`config.mk`:
```
export PLATFORM = sky130hd
export DESIGN_NAME = unary_enc_flat
export DESIGN_NICKNAME = d
export VERILOG_FILES = /design/src/rtl/unary_pkg.sv /design/src/rtl/unary_enc_if.sv /design/src/rtl/unary_enc_dec.sv /design/src/rtl/unary_enc.sv /design/src/flat_wrapper.sv
export SDC_FILE = /design/constraint.sdc
export NUM_CORES = 1
export LEC_CHECK = 0
export ABC_AREA = 1
export CORE_MARGIN = 3
export CORE_UTILIZATION = 48
export CTS_CLUSTER_DIAMETER = 120
export DETAILED_ROUTE_END_ITERATION = 16
export PLACE_DENSITY = 0.76
export SLEW_MARGIN = 10
export SYNTH_ARGS = -nofsm -noshare
export SYNTH_HDL_FRONTEND = slang
export SYNTH_HIERARCHICAL = 1
export SYNTH_SLANG_ARGS = --single-unit
```
`constraint.sdc`:
```
create_clock -name i_clk -period 1.2 [get_ports i_clk]
set_input_delay 0.36 -clock i_clk [delete_from_list [all_inputs] [get_ports i_clk]]
set_output_delay 0.36 -clock i_clk [all_outputs]
set_load 0.01 [all_outputs]
```
`src/rtl/unary_pkg.sv`:
```
// Shared types and helpers for the unary encoder.
package unary_pkg;

  localparam int unsigned DefaultW = 16;

  // Width of the binary count: wide enough to hold W itself and out-of-range values.
  function automatic int unsigned cnt_w(input int unsigned w);
    return $clog2(w) + 1;
  endfunction

  typedef struct packed {
    logic sat;
    logic compliment;
  } unary_ctl_t;

endpackage

```
`src/rtl/unary_enc_if.sv`:
```
// Count-in / code-out handshake bundle for unary_enc.
// Signal names are written from the encoder's side (i_* into it, o_* out of it).
interface unary_enc_if
  import unary_pkg::*;
#(
  parameter int unsigned W = DefaultW
) ();

  localparam int unsigned CW = cnt_w(W);

  logic          i_vld;
  logic          o_rdy;
  logic [CW-1:0] i_cnt;
  logic          i_compliment;
  logic          o_vld;
  logic          i_rdy;
  logic [W-1:0]  o_x;
  logic          o_is_compliment;
  logic          o_sat;

  // Environment side: produces counts, consumes codes.
  modport master (
    output i_vld, i_cnt, i_compliment, i_rdy,
    input  o_rdy, o_vld, o_x, o_is_compliment, o_sat
  );

  // Encoder side.
  modport slave (
    input  i_vld, i_cnt, i_compliment, i_rdy,
    output o_rdy, o_vld, o_x, o_is_compliment, o_sat
  );

endinterface

```
`src/rtl/unary_enc_dec.sv`:
```
// Combinational thermometer decoder: bit j set when j < n, optionally inverted.
// Inversion exists only when UNARY_ENC_COMPLIMENT_EN is defined.
module unary_enc_dec
  import unary_pkg::*;
#(
  parameter int unsigned W  = DefaultW,
  localparam int unsigned CW = cnt_w(W)
) (
  input  logic [CW-1:0] n_i,
  input  logic          compliment_i,
  output logic [W-1:0]  x_o
);

  logic [W-1:0] thermo;

  // One comparator per code bit.
  always_comb begin
    thermo = '0;
    for (int unsigned j = 0; j < W; j++) begin
      thermo[j] = CW'(j) < n_i;
    end
  end

`ifdef UNARY_ENC_COMPLIMENT_EN
  assign x_o = compliment_i ? ~thermo : thermo;
`else
  logic unused_compliment;
  assign unused_compliment = compliment_i;
  assign x_o = thermo;
`endif

endmodule

```
`src/rtl/unary_enc.sv`:
```
// Streaming binary-to-unary encoder, 2-stage stallable valid/ready pipeline.
// S1 captures the (saturated) count, S2 holds the decoded code.
// Optional complement form: define UNARY_ENC_COMPLIMENT_EN.
module unary_enc
  import unary_pkg::*;
#(
  parameter int unsigned W = DefaultW
) (
  input logic        i_clk,
  input logic        i_arst_n,
  unary_enc_if.slave bus
);

  localparam int unsigned   CW   = cnt_w(W);
  localparam logic [CW-1:0] WCnt = CW'(W);
  localparam logic [CW-1:0] MaxN = CW'(W - 1);

  logic          s1_adv;
  logic          accept;
  logic          in_comp;

  logic          s1_vld_q, s1_vld_d;
  logic [CW-1:0] s1_n_q, s1_n_d;
  unary_ctl_t    s1_ctl_q, s1_ctl_d;

  logic          s2_vld_q, s2_vld_d;
  logic [W-1:0]  s2_x_q, s2_x_d;
  unary_ctl_t    s2_ctl_q, s2_ctl_d;

  logic [W-1:0]  dec_x;

`ifdef UNARY_ENC_COMPLIMENT_EN
  assign in_comp             = bus.i_compliment;
  assign bus.o_is_compliment = s2_ctl_q.compliment;
`else
  logic unused_compliment;
  assign unused_compliment   = ^{bus.i_compliment, s2_ctl_q.compliment};
  assign in_comp             = 1'b0;
  assign bus.o_is_compliment = 1'b0;
`endif

  // S1 may move on when S2 is empty or draining; ready never depends on i_vld.
  assign s1_adv    = ~s2_vld_q | bus.i_rdy;
  assign bus.o_rdy = ~s1_vld_q | s1_adv;
  assign accept    = bus.i_vld & bus.o_rdy;

  // S1 next state: capture count with saturation on accept.
  always_comb begin
    s1_vld_d = s1_vld_q;
    s1_n_d   = s1_n_q;
    s1_ctl_d = s1_ctl_q;
    if (bus.o_rdy) begin
      s1_vld_d = bus.i_vld;
    end
    if (accept) begin
      s1_ctl_d.sat        = (bus.i_cnt >= WCnt);
      s1_ctl_d.compliment = in_comp;
      s1_n_d              = s1_ctl_d.sat ? MaxN : bus.i_cnt;
    end
  end

  unary_enc_dec #(
    .W(W)
  ) u_dec (
    .n_i         (s1_n_q),
    .compliment_i(s1_ctl_q.compliment),
    .x_o         (dec_x)
  );

  // S2 next state: load decoded code from S1, hold while stalled.
  always_comb begin
    s2_vld_d = s2_vld_q;
    s2_x_d   = s2_x_q;
    s2_ctl_d = s2_ctl_q;
    if (s1_adv) begin
      s2_vld_d = s1_vld_q;
      if (s1_vld_q) begin
        s2_x_d   = dec_x;
        s2_ctl_d = s1_ctl_q;
      end
    end
  end

  // Pipeline registers; reset discards every in-flight beat.
  always_ff @(posedge i_clk or negedge i_arst_n) begin
    if (!i_arst_n) begin
      s1_vld_q <= 1'b0;
      s1_n_q   <= '0;
      s1_ctl_q <= '0;
      s2_vld_q <= 1'b0;
      s2_x_q   <= '0;
      s2_ctl_q <= '0;
    end else begin
      s1_vld_q <= s1_vld_d;
      s1_n_q   <= s1_n_d;
      s1_ctl_q <= s1_ctl_d;
      s2_vld_q <= s2_vld_d;
      s2_x_q   <= s2_x_d;
      s2_ctl_q <= s2_ctl_d;
    end
  end

  assign bus.o_vld = s2_vld_q;
  assign bus.o_x   = s2_x_q;
  assign bus.o_sat = s2_ctl_q.sat;

  // Output beat must stay put until the sink takes it.
  a_hold_stall : assert property (@(posedge i_clk) disable iff (!i_arst_n)
    (bus.o_vld && !bus.i_rdy) |=> (bus.o_vld && $stable(bus.o_x) && $stable(bus.o_sat)
                                   && $stable(bus.o_is_compliment)));

endmodule

```
`src/flat_wrapper.sv`:
```
// flat-port wrapper written by rule: the top's interface ports become plain ports
module unary_enc_flat import unary_pkg::*;
#(
  parameter int unsigned W = DefaultW
)
  (i_clk, i_arst_n, bus_i_vld, bus_i_cnt, bus_i_compliment, bus_i_rdy, bus_o_rdy, bus_o_vld, bus_o_x, bus_o_is_compliment, bus_o_sat);
  unary_enc_if #(.W(W)) bus_i ();
  input logic i_clk;
  input logic i_arst_n;
  input wire logic [$bits(bus_i.i_vld)-1:0] bus_i_vld;
  input wire logic [$bits(bus_i.i_cnt)-1:0] bus_i_cnt;
  input wire logic [$bits(bus_i.i_compliment)-1:0] bus_i_compliment;
  input wire logic [$bits(bus_i.i_rdy)-1:0] bus_i_rdy;
  output wire logic [$bits(bus_i.o_rdy)-1:0] bus_o_rdy;
  output wire logic [$bits(bus_i.o_vld)-1:0] bus_o_vld;
  output wire logic [$bits(bus_i.o_x)-1:0] bus_o_x;
  output wire logic [$bits(bus_i.o_is_compliment)-1:0] bus_o_is_compliment;
  output wire logic [$bits(bus_i.o_sat)-1:0] bus_o_sat;
  assign bus_i.i_vld = bus_i_vld;
  assign bus_i.i_cnt = bus_i_cnt;
  assign bus_i.i_compliment = bus_i_compliment;
  assign bus_i.i_rdy = bus_i_rdy;
  assign bus_o_rdy = bus_i.o_rdy;
  assign bus_o_vld = bus_i.o_vld;
  assign bus_o_x = bus_i.o_x;
  assign bus_o_is_compliment = bus_i.o_is_compliment;
  assign bus_o_sat = bus_i.o_sat;
  unary_enc #(.W(W)) u_core (.i_clk(i_clk), .i_arst_n(i_arst_n), .bus(bus_i));
endmodule
```
# --- After elaboration in Yosys (flattened, before gate mapping) ---
# Index checks and enable logic that the tools add are counted.
totals:
  latch_bits: 0
  regBits: 25
  wordCells: 30
  output_inout_bits: 20
  romBits: 0
  input_bits: 10
  memories: 0
  mem_bits_rw: 0
op_classes:
  div_mod_pow: 0
  shifts: 0
  n_mul: 0
  reduce_logical: 1
  addsub: 0
  mux: 1
  magnitude_cmp: 17
  bitwise_logic: 5
  n_eq_ne: 0
ops:
  columns: ["cell", "count"]
  rows:
  - ["$lt A4 B5 Y1 const A", 8]
  - ["$lt A3 B5 Y1 const A", 4]
  - ["$lt A1 B5 Y1 const A", 2]
  - ["$lt A2 B5 Y1 const A", 2]
  - ["$ge A5 B5 Y1 const B", 1]
  - ["$mux W5", 1]
  - ["$not A1 Y1", 2]
  - ["$or A1 B1 Y1", 2]
  - ["$reduce_and A2 Y1", 1]
  - ["$and A1 B1 Y1", 1]

# --- Logic depth before layout (Yosys ltp) ---
# Gate-level depths: netlist (run 1).
logic_depth:
  depth_word: 4
  depth_mapped: 6
  mapped_depth_nobuf: 6

# --- Hierarchy ---
# The synthesis (run 1) kept the hierarchy.
by_module_without_submodules:
  columns: ["mod", "seq_area_each_um2", "area_each_um2", "cells_each", "n_inst"]
  rows:
  - ["unary_enc", 625.6, 1057.3, 114, 1]
  - ["unary_enc_dec", 0.0, 161.4, 37, 1]

# --- Least setup slack after synthesis (run 1) ---
# No wires, ideal clock.
synth_path:
  kind: "reg-to-reg"
  start: "register u_core.s2_vld_q, in the netlist u_core/bus.o_vld"
  end: "register u_core.s2_x_q[10], in the netlist u_core/bus.o_x[10]"
  period_less_slack_ns: 1.027
  path_buffers: 1
  arrival_ns: 0.910
  setup_ns: 0.117
  required_time_ns: 1.083
  setup_slack_ns: 0.173
  path_stages_with_launch: 6
  path_cell_list: "dfrtp_1 > nand2_4 > nand2_8 > buf_8 > nand2_1 > nand2_1"
synth_via:
  elab_chain_cells: 3
synth_rtl:
  columns: ["element", "line_no", "text"]
  rows:
  - ["start, declared", "unary_enc.sv:26", "logic s2_vld_q, s2_vld_d;"]
  - ["start signal, assigned", "unary_enc.sv:97", "s2_vld_q <= s2_vld_d;"]
  - ["$not A1 Y1", "unary_enc.sv:43", "assign s1_adv = ~s2_vld_q | bus.i_rdy;"]
  - ["$or A1 B1 Y1", "unary_enc.sv:43", null]
  - ["$reduce_and A2 Y1 (no line)", null, null]
  - ["end signal, assigned", "unary_enc.sv:91", "s2_x_q <= '0;"]
  - ["end signal, assigned", "unary_enc.sv:98", "s2_x_q <= s2_x_d;"]
  - ["end, declared", "unary_enc.sv:27", "logic [W-1:0] s2_x_q, s2_x_d;"]
# No other way between the ends.
# A chain may end at the register's enable or synchronous reset.

# --- Final worst setup path (run 1) ---
layout_path:
  start: "register u_core.s2_vld_q, in the netlist u_core/bus.o_vld"
  end: "output port bus_o_rdy"
layout_via:
  elab_chain_cells: 3
layout_rtl:
  columns: ["element", "line_no", "text"]
  rows:
  - ["$not A1 Y1", "unary_enc.sv:43", null]
  - ["$or A1 B1 Y1", "unary_enc.sv:43", null]
  - ["$or A1 B1 Y1", "unary_enc.sv:44", "assign bus.o_rdy = ~s1_vld_q | s1_adv;"]
  - ["end, declared", "flat_wrapper.sv:14", "output wire logic [$bits(bus_i.o_rdy)-1:0] bus_o_rdy;"]
# No other way between the ends.

==> run summary, run 1 <==
Layout cells sized above 1 = 0.3254
Initial Util = 0.5256
Final Util = 0.7388
DRC viols = 0
Hold Violations, Final = 0
Worst r2r dst = u_core/bus.o_x[8]
Die height = 56.39 um
Synth Area per Inst = 8.071 um^2
Seq pwr share = 0.423
Outcome = complete, but fails checks
Pint = 1.790 mW
CP peak stage delay = 0.43 ns
FF+latch count, synth = 25
Delay-heaviest family, CP = flip-flops
Data required time of the worst path = 0.84 ns
Crit end category = output port
CP cell instances = buf_6 -> nand3_4 -> buf_6
Sequential share of the synthesized area = 0.5133
First-pass DRT Iterations = 4
Logic pwr share = 0.441
Ys Warns = 6
Worst r2r src = u_core/s1_n_q[4]
Die area = 0.003179 mm^2
Worst Path Buf+Inv = 2
Ranking of synthesized cells by area = dfrtp_1 (51%), nand2_1 (20%), nand3_1 (10%)
Post-synth cell types = 17
Final total power = 2.740 mW
Cell accounting for the most synthesized area = dfrtp_1
Mapped Area = 0.001219 mm^2
First-pass GRT wire length = 4519 um
GRT Overall Usage = 0.1749
Failing checks = negative setup slack
Critical path arrival = 1.03 ns
Final setup violation count = 19
Crit path from = u_core/bus.o_vld
Via count of the first global-routing pass = 1105
Clk network pwr share = 0.136
Most used cell, CP = buf_6
Fmax = 720.0 MHz
Period utilization = 1.157
Final min period = 1.389 ns
Max VDD drop = 1.292 mV
Detail Route Antenna Nets = 0
Switching power = 949.3 uW
Clock Pin Slew Worst Setup and Hold Paths = 0.13 ns
GRT overflow = 0
Critical path startpoint category = flop
CTS tree = built
Setup ws final = -0.1889 ns
DR vias = 1181
Reg2reg setup slack = 0.06 ns
Clock sink total = 25
Hold Crit Class = input pin to async pin
Unrepaired setup endpoints after global routing = yes
# port buffers = 27
RePlAce Congestion = 0.8393
CTS H-tree depth = 1
Core area = 0.002318 mm^2
TritonCTS Buffers = 3
Register-to-Register Path Depth = 6
Dpl hpwl = 1751 um
Clock skew = 0.001499 ns
Critical path's slowest cell = dfrtp_2
CP Class = flop to output port
Wirelength per Cell = 11.53 um
First DRT Iteration DRCs = 19
Post-Syn Nets = 161
Initial antenna violation count = 0
IO Pins = 30
Chip width = 56.39 um
Core Rows = 17
Fin nets = 220
Insertion delay to the later sink of the worst-skew pair = 0.32 ns
Crit Path Max Fanout = 2
Synth Instances = 151
Power Dens Cells = 1599 mW/mm^2
Via density per instance = 4.983
Maxcap violations = 0
N_diodes = 0
Post-synth top area share = 0.5133
CTS max path bufs = 2
Final Slew Violations = 0
Largest net degree at the start of global routing = 26
Leak pwr = 0.9756 nW
Sw Share = 0.3465
Routed Wire Length = 2732 um
Area grow syn2layout = 40.55%
Root Buffer = clkbuf_4
-- sequential cells by signal, summed over array words and instances (netlist names) --
register and flops:
u_core/bus.o_x 16, u_core/s1_n_q 5, u_core/bus.o_sat 1, u_core/bus.o_vld 1
u_core/s1_ctl_q 1, u_core/s1_vld_q 1
-- stage by stage --
step | worst slack (ns) | cell area, um^2 | std cells | TNS [ns] | hold WS (ns)
after detailed placement | -0.6657 | 1579 | 211 | -6.631 | 0.4570
after CTS | -0.1876 | 1618 | 227 | -0.7232 | 0.3746
after global routing | -0.2354 | 1713 | 237 | -1.396 | 0.3689
final | -0.1889 | 1713 | 237 | -0.5587 | 0.3776
after floorplan | 0.1733 | 1219 | 151 | 0 | 0.06441
after global placement | -0.6745 | 1579 | 211 | -6.260 | 0.4556
-- cell usage after synthesis --
library cell / number
a21boi_0: 1
buf_4: 5
buf_8: 1
conb_1: 1
dfrtp_1: 25
inv_1: 12
inv_2: 1
nand2_1: 65
nand2_2: 2
nand2_4: 1
nand2_8: 1
nand3_1: 25
nand3_4: 1
nor2_1: 7
nor2_4: 1
o211ai_1: 1
o21ai_0: 1
-- area by class of cell --
class | instances | area (um^2)
Clock inverter | 1 | 5.005
Sequential cell | 25 | 629.4
Tap cell | 28 | 35.03
Multi-Input combinational cell | 107 | 503.0
Inverter | 13 | 48.80
Fill cell | 182 | 605.6
Timing Repair Buffer | 60 | 469.2
Clock buffer | 3 | 22.52
-- kinds of logic (layout without fill, tap and decap cells) --
family,Yosys count,count (layout),share of synthesized area
and+or+nand+nor,103,103,0.3840
DFF,25,25,0.5133
buffers and inverters,19,77,0.08316
AOI/OAI and AO/OA,3,3,0.01643
other,1,1,0.003077
-- power by group through the flow --
stage	clock network, mW	logic (mW)	registers (mW)
floorplan	0	0.430	1.27
global placement	0	1.05	1.18
detailed placement	0	1.07	1.19
CTS	0.385	1.09	1.15
global route	0.424	1.33	1.18
finish	0.373	1.21	1.16
-- routing by layer --
layer	global-route usage	wire, um	vias to the layer above
li1	-	-	582
met1	0.2121	1125	546
met2	0.3055	1402	47
met3	0.02989	174	6
met4	0.07119	29	0
met5	0	0	-
-- worst max path at each step --
stage	slack (ns)	end	depth (start not counted)
after global placement	-0.67	bus_o_rdy	4
after global routing	-0.24	bus_o_rdy	3
after CTS	-0.19	bus_o_rdy	3
final	-0.19	bus_o_rdy	3
after detailed placement	-0.67	bus_o_rdy	4
after floorplan	0.17	u_core/bus.o_x[10]	5
-- layout by cell type, fill, tap and decap left out --
master	instances
dfrtp_2	3
clkdlybuf4s50_1	7
inv_2	2
dlygate4sd2_1	1
buf_4	30
nand3_4	1
nor2_1	6
nand2_8	2
nor2_2	1
nand2_2	2
dfrtp_1	22
nand2_1	65
buf_12	2
clkinv_2	1
conb_1	1
inv_1	11
a21boi_0	1
o211ai_1	1
o21ai_0	1
nand3_1	25
buf_2	16
clkbuf_4	3
nor2_4	1
buf_6	4
-- timing repair --
item                       in CTS  in global routing
pin swaps                       1                  1
setup endpoints to repair      19                 24
hold buffers                    0                  0
setup buffers                  12                 10
resized for setup              82                  5
Power figures use the tool's default switching activity.
==> run 2, diff against run 1 <==
--- a/config.mk
+++ b/config.mk
@@ -9,8 +9,10 @@
 export CORE_MARGIN = 3
 export CORE_UTILIZATION = 48
 export CTS_CLUSTER_DIAMETER = 120
+export CTS_CLUSTER_SIZE = 12
 export DETAILED_ROUTE_END_ITERATION = 16
 export PLACE_DENSITY = 0.76
+export SKIP_LAST_GASP = 1
 export SLEW_MARGIN = 10
 export SYNTH_ARGS = -nofsm -noshare
 export SYNTH_HDL_FRONTEND = slang
==> results of run 2 <==
No change in the layout: final DEF, timing and power equal those of run 1.
==> run 3, diff against run 2 <==
--- a/config.mk
+++ b/config.mk
@@ -5,9 +5,8 @@
 export SDC_FILE = /design/constraint.sdc
 export NUM_CORES = 1
 export LEC_CHECK = 0
-export ABC_AREA = 1
 export CORE_MARGIN = 3
-export CORE_UTILIZATION = 48
+export CORE_UTILIZATION = 47
 export CTS_CLUSTER_DIAMETER = 120
 export CTS_CLUSTER_SIZE = 12
 export DETAILED_ROUTE_END_ITERATION = 16
@@ -18,3 +17,4 @@
 export SYNTH_HDL_FRONTEND = slang
 export SYNTH_HIERARCHICAL = 1
 export SYNTH_SLANG_ARGS = --single-unit
+export TNS_END_PERCENT = 5
==> run 3 against run 2 <==
Compared with the run above: the run still ends with negative setup slack left; sequential power shrank 11%; area after synthesis shrank 5.9%; wire length shrank 14%; register-to-register slack lost 0.39 ns; design area shrank 7.6%; critical path depth grew 2.
==> run summary, run 3 <==
Critical path arrival = 1.73 ns (+0.70 ns)
Detail Route Antenna Nets = 0 (unchanged)
First-pass DRT Iterations = 4 (unchanged)
Post-Syn Nets = 104 (-35%)
Clk network pwr share = 0.187 (+0.051)
Initial Util = 0.5089 (-0.01676)
Critical path's slowest cell = dfrtp_1
CP Class = flop to flop
Unrepaired setup endpoints after global routing = yes
Root Buffer = clkbuf_4
Final min period = 1.526 ns (+0.1374 ns)
Dpl hpwl = 1479 um (-16%)
Met3 wire len = 104 um (-40%)
Fmax = 655.2 MHz (-9.0%)
TritonCTS Buffers = 3 (unchanged)
Max VDD drop = 1.119 mV (-13%)
Dominant synthesized flop cell = dfrtp_1
Area grow syn2layout = 37.95%
Max layer used = met4
Ys Warns = 6 (unchanged)
Switching power = 588.7 uW (-38%)
Power Dens Cells = 1285 mW/mm^2 (-20%)
Largest net degree at the start of global routing = 26 (unchanged)
Register-to-Register Path Depth = 5 (-1)
Period utilization = 1.272 (+0.1145)
Placed Cells = 152 (-28%)
DRC viols = 0 (unchanged)
Data required time of the worst path = 1.41 ns (+0.57 ns)
Hold WS = 0.3726 ns (-0.004983 ns)
Worst r2r dst = u_core/bus.o_x[2]
Final Slew Violations = 0 (unchanged)
Synth Instances = 94 (-38%)
Wirelength per Cell = 14.26 um (+24%)
DR vias = 857 (-27%)
Reg2reg setup slack = -0.33 ns (-0.39 ns)
Final setup violation count = 42 (+23)
Clock skew = 0.01244 ns (+0.01095 ns)
Seq pwr share = 0.508 (+0.085)
Insertion delay to the later sink of the worst-skew pair = 0.32 ns (about the same)
GRT Overall Usage = 0.1476 (-0.02732)
Hold Crit Class = input pin to async pin
Clock Pin Slew Worst Setup and Hold Paths = 0.15 ns (+0.02 ns)
Core Rows = 17 (unchanged)
Final Util = 0.7020 (-0.03680)
Ranking of synthesized cells by area = dfrtp_1 (55%), mux2_2 (17%), a21oi_1 (3.9%)
Routed Wire Length = 2353 um (-14%)
Crit end category = flop
Synth Area per Inst = 12.21 um^2 (+51%)
Post-route cell area = 0.001583 mm^2 (-7.6%)
Largest register FFs = 16 (unchanged)
Pint = 1.445 mW (-19%)
Pre-CTS setup slack = -0.6509 ns (+0.01486 ns)
Met1 Routed Length = 999 um (-11%)
Leak pwr = 0.6702 nW (-31%)
Setup TNS = -6.009 ns (-5.451 ns)
CP cell instances = buf_4 -> buf_6 -> or3_4 -> nand2b_4 -> mux2_2
Sw Share = 0.2895 (-0.05704)
Post-synth cell types = 28 (+11)
Core area = 0.002255 mm^2 (-2.8%)
RePlAce Congestion = 0.7997 (-4.7%)
Final Non-Filler Cells = 165 (-30%)
Worst Path Buf+Inv = 2 (unchanged)
CP peak stage delay = 0.41 ns (-0.02 ns)
Layout cells sized above 1 = 0.3723 (+0.04690)
Initial antenna violation count = 0 (unchanged)
Cell accounting for the most synthesized area = dfrtp_1
Maxcap violations = 0 (unchanged)
GRT overflow = 0 (unchanged)
Die area = 0.003070 mm^2 (-3.4%)
Logic pwr share = 0.305 (-0.136)
N_diodes = 0 (unchanged)
First DRT Iteration DRCs = 12 (-7)
Length of routed met2 wiring = 1214 um (-13%)
CTS tree = built
Failing checks = negative setup slack
Critical path startpoint category = flop
Clock sink total = 25 (unchanged)
Final total power = 2.034 mW (-26%)
Placed inst area = 0.001495 mm^2 (-5.3%)
Hold Violations, Final = 0 (unchanged)
# port buffers = 27 (unchanged)
Post-synth top area share = 0.5453 (+0.03191)
Worst r2r src = u_core/s1_n_q[3]
Synth top cells by count = dfrtp_1 (25), mux2_2 (17), a21oi_1 (9)
Most common cell after layout, fill and taps aside = dfrtp_1
Mapped Area = 0.001147 mm^2 (-5.9%)
Synth async-reset ratio = 1.000 (unchanged)
Via density per instance = 5.194 (+4.2%)
First-pass GRT wire length = 3739 um (-17%)
Most frequent cells in the layout = dfrtp_1 (25), dlygate4sd2_1 (17), mux2_2 (17), buf_4 (13), a21oi_1 (9)
Via count of the first global-routing pass = 840 (-24%)
Outcome = complete, but fails checks
Crit Path Max Fanout = 3 (+1)
CTS max path bufs = 2 (unchanged)
Chip width = 55.41 um (-1.7%)
CTS H-tree depth = 1 (unchanged)
Die height = 55.41 um (-1.7%)
Most common cell in the netlist = dfrtp_1
Delay-heaviest family, CP = simple AND/OR/NAND/NOR gates
FF+latch count, synth = 25 (unchanged)
Number of synthesized flops with an enable pin = 0 (unchanged)
Fin nets = 148 (-33%)
Setup ws final = -0.3263 ns (-0.1374 ns)
IO Pins = 30 (unchanged)
Sequential share of the synthesized area = 0.5453 (+0.03191)
==> run 3: cell types whose count changed after synthesis, sizes merged, moves of 5 or more <==
cell and delta:
nand2 -63, nand3 -25, mux2 +18, inv -12, a21oi +9, nand2b +5
==> run 3: kinds of logic after synthesis <==
kind of cell | share of synthesized area
compound gates | 0.07852
buf+inv | 0.05342
flops | 0.5453
mux | 0.1799
other cells | 0.003268
simple gates | 0.1396
==> run 3: how the worst max path moves through the flow <==
stage	start	endpoint	slack (ns)	cells after the start
2_1_floorplan	u_core/s1_n_q[1]	u_core/bus.o_x[0]	-0.38	4
3_3_place_gp	bus_i_rdy	bus_o_rdy	-0.65	3
3_5_place_dp	bus_i_rdy	bus_o_rdy	-0.65	3
4_1_cts	u_core/s1_n_q[2]	u_core/bus.o_x[0]	-0.30	3
5_1_grt	u_core/s1_n_q[1]	u_core/bus.o_x[0]	-0.37	3
6_report	u_core/s1_n_q[3]	u_core/bus.o_x[2]	-0.33	5
==> run 3: metal layers <==
layer / up-vias / track usage
li1: 407 / -
met1: 423 / 0.1949
met2: 23 / 0.2483
met3: 4 / 0.02570
met4: 0 / 0.04167
met5: - / 0
==> run 3: layout make-up <==
| cell class | count | area (um^2) |
|---|---|---|
| Timing Repair Buffer | 46 | 415.4 |
| Tap cell | 28 | 35.03 |
| Sequential cell | 25 | 625.6 |
| Inverter | 1 | 3.754 |
| Clock buffer | 3 | 22.52 |
| Fill cell | 189 | 671.9 |
| Clock inverter | 1 | 7.507 |
| Multi-Input combinational cell | 61 | 473.0 |
==> run 3: worst register-to-register path: cells and delay by family, from the launching register on <==
family                 cells  cell delay (ns)
buffers and inverters      2             0.24
DFF                        1             0.41
muxes                      1             0.25
and+or+nand+nor            2             0.52
==> run 3: timing repair <==
| item | 4_1_cts | 5_1_grt |
|---|---|---|
| hold buffers | 0 | 0 |
| resized for setup | 25 | 5 |
| gates cloned | 0 | 1 |
| pin swaps | 1 | 3 |
| buffers inserted | 1 | 7 |
| setup endpoints to repair | 42 | 42 |
==> run 3: power by group through the flow <==
stage / Sequential (mW) / Combinational (mW) / Clock, mW
floorplan: 1.10 / 0.256 / 0
global route: 1.06 / 0.674 / 0.426
CTS: 1.03 / 0.571 / 0.389
finish: 1.03 / 0.620 / 0.381
global placement: 1.05 / 0.631 / 0
detailed placement: 1.06 / 0.639 / 0
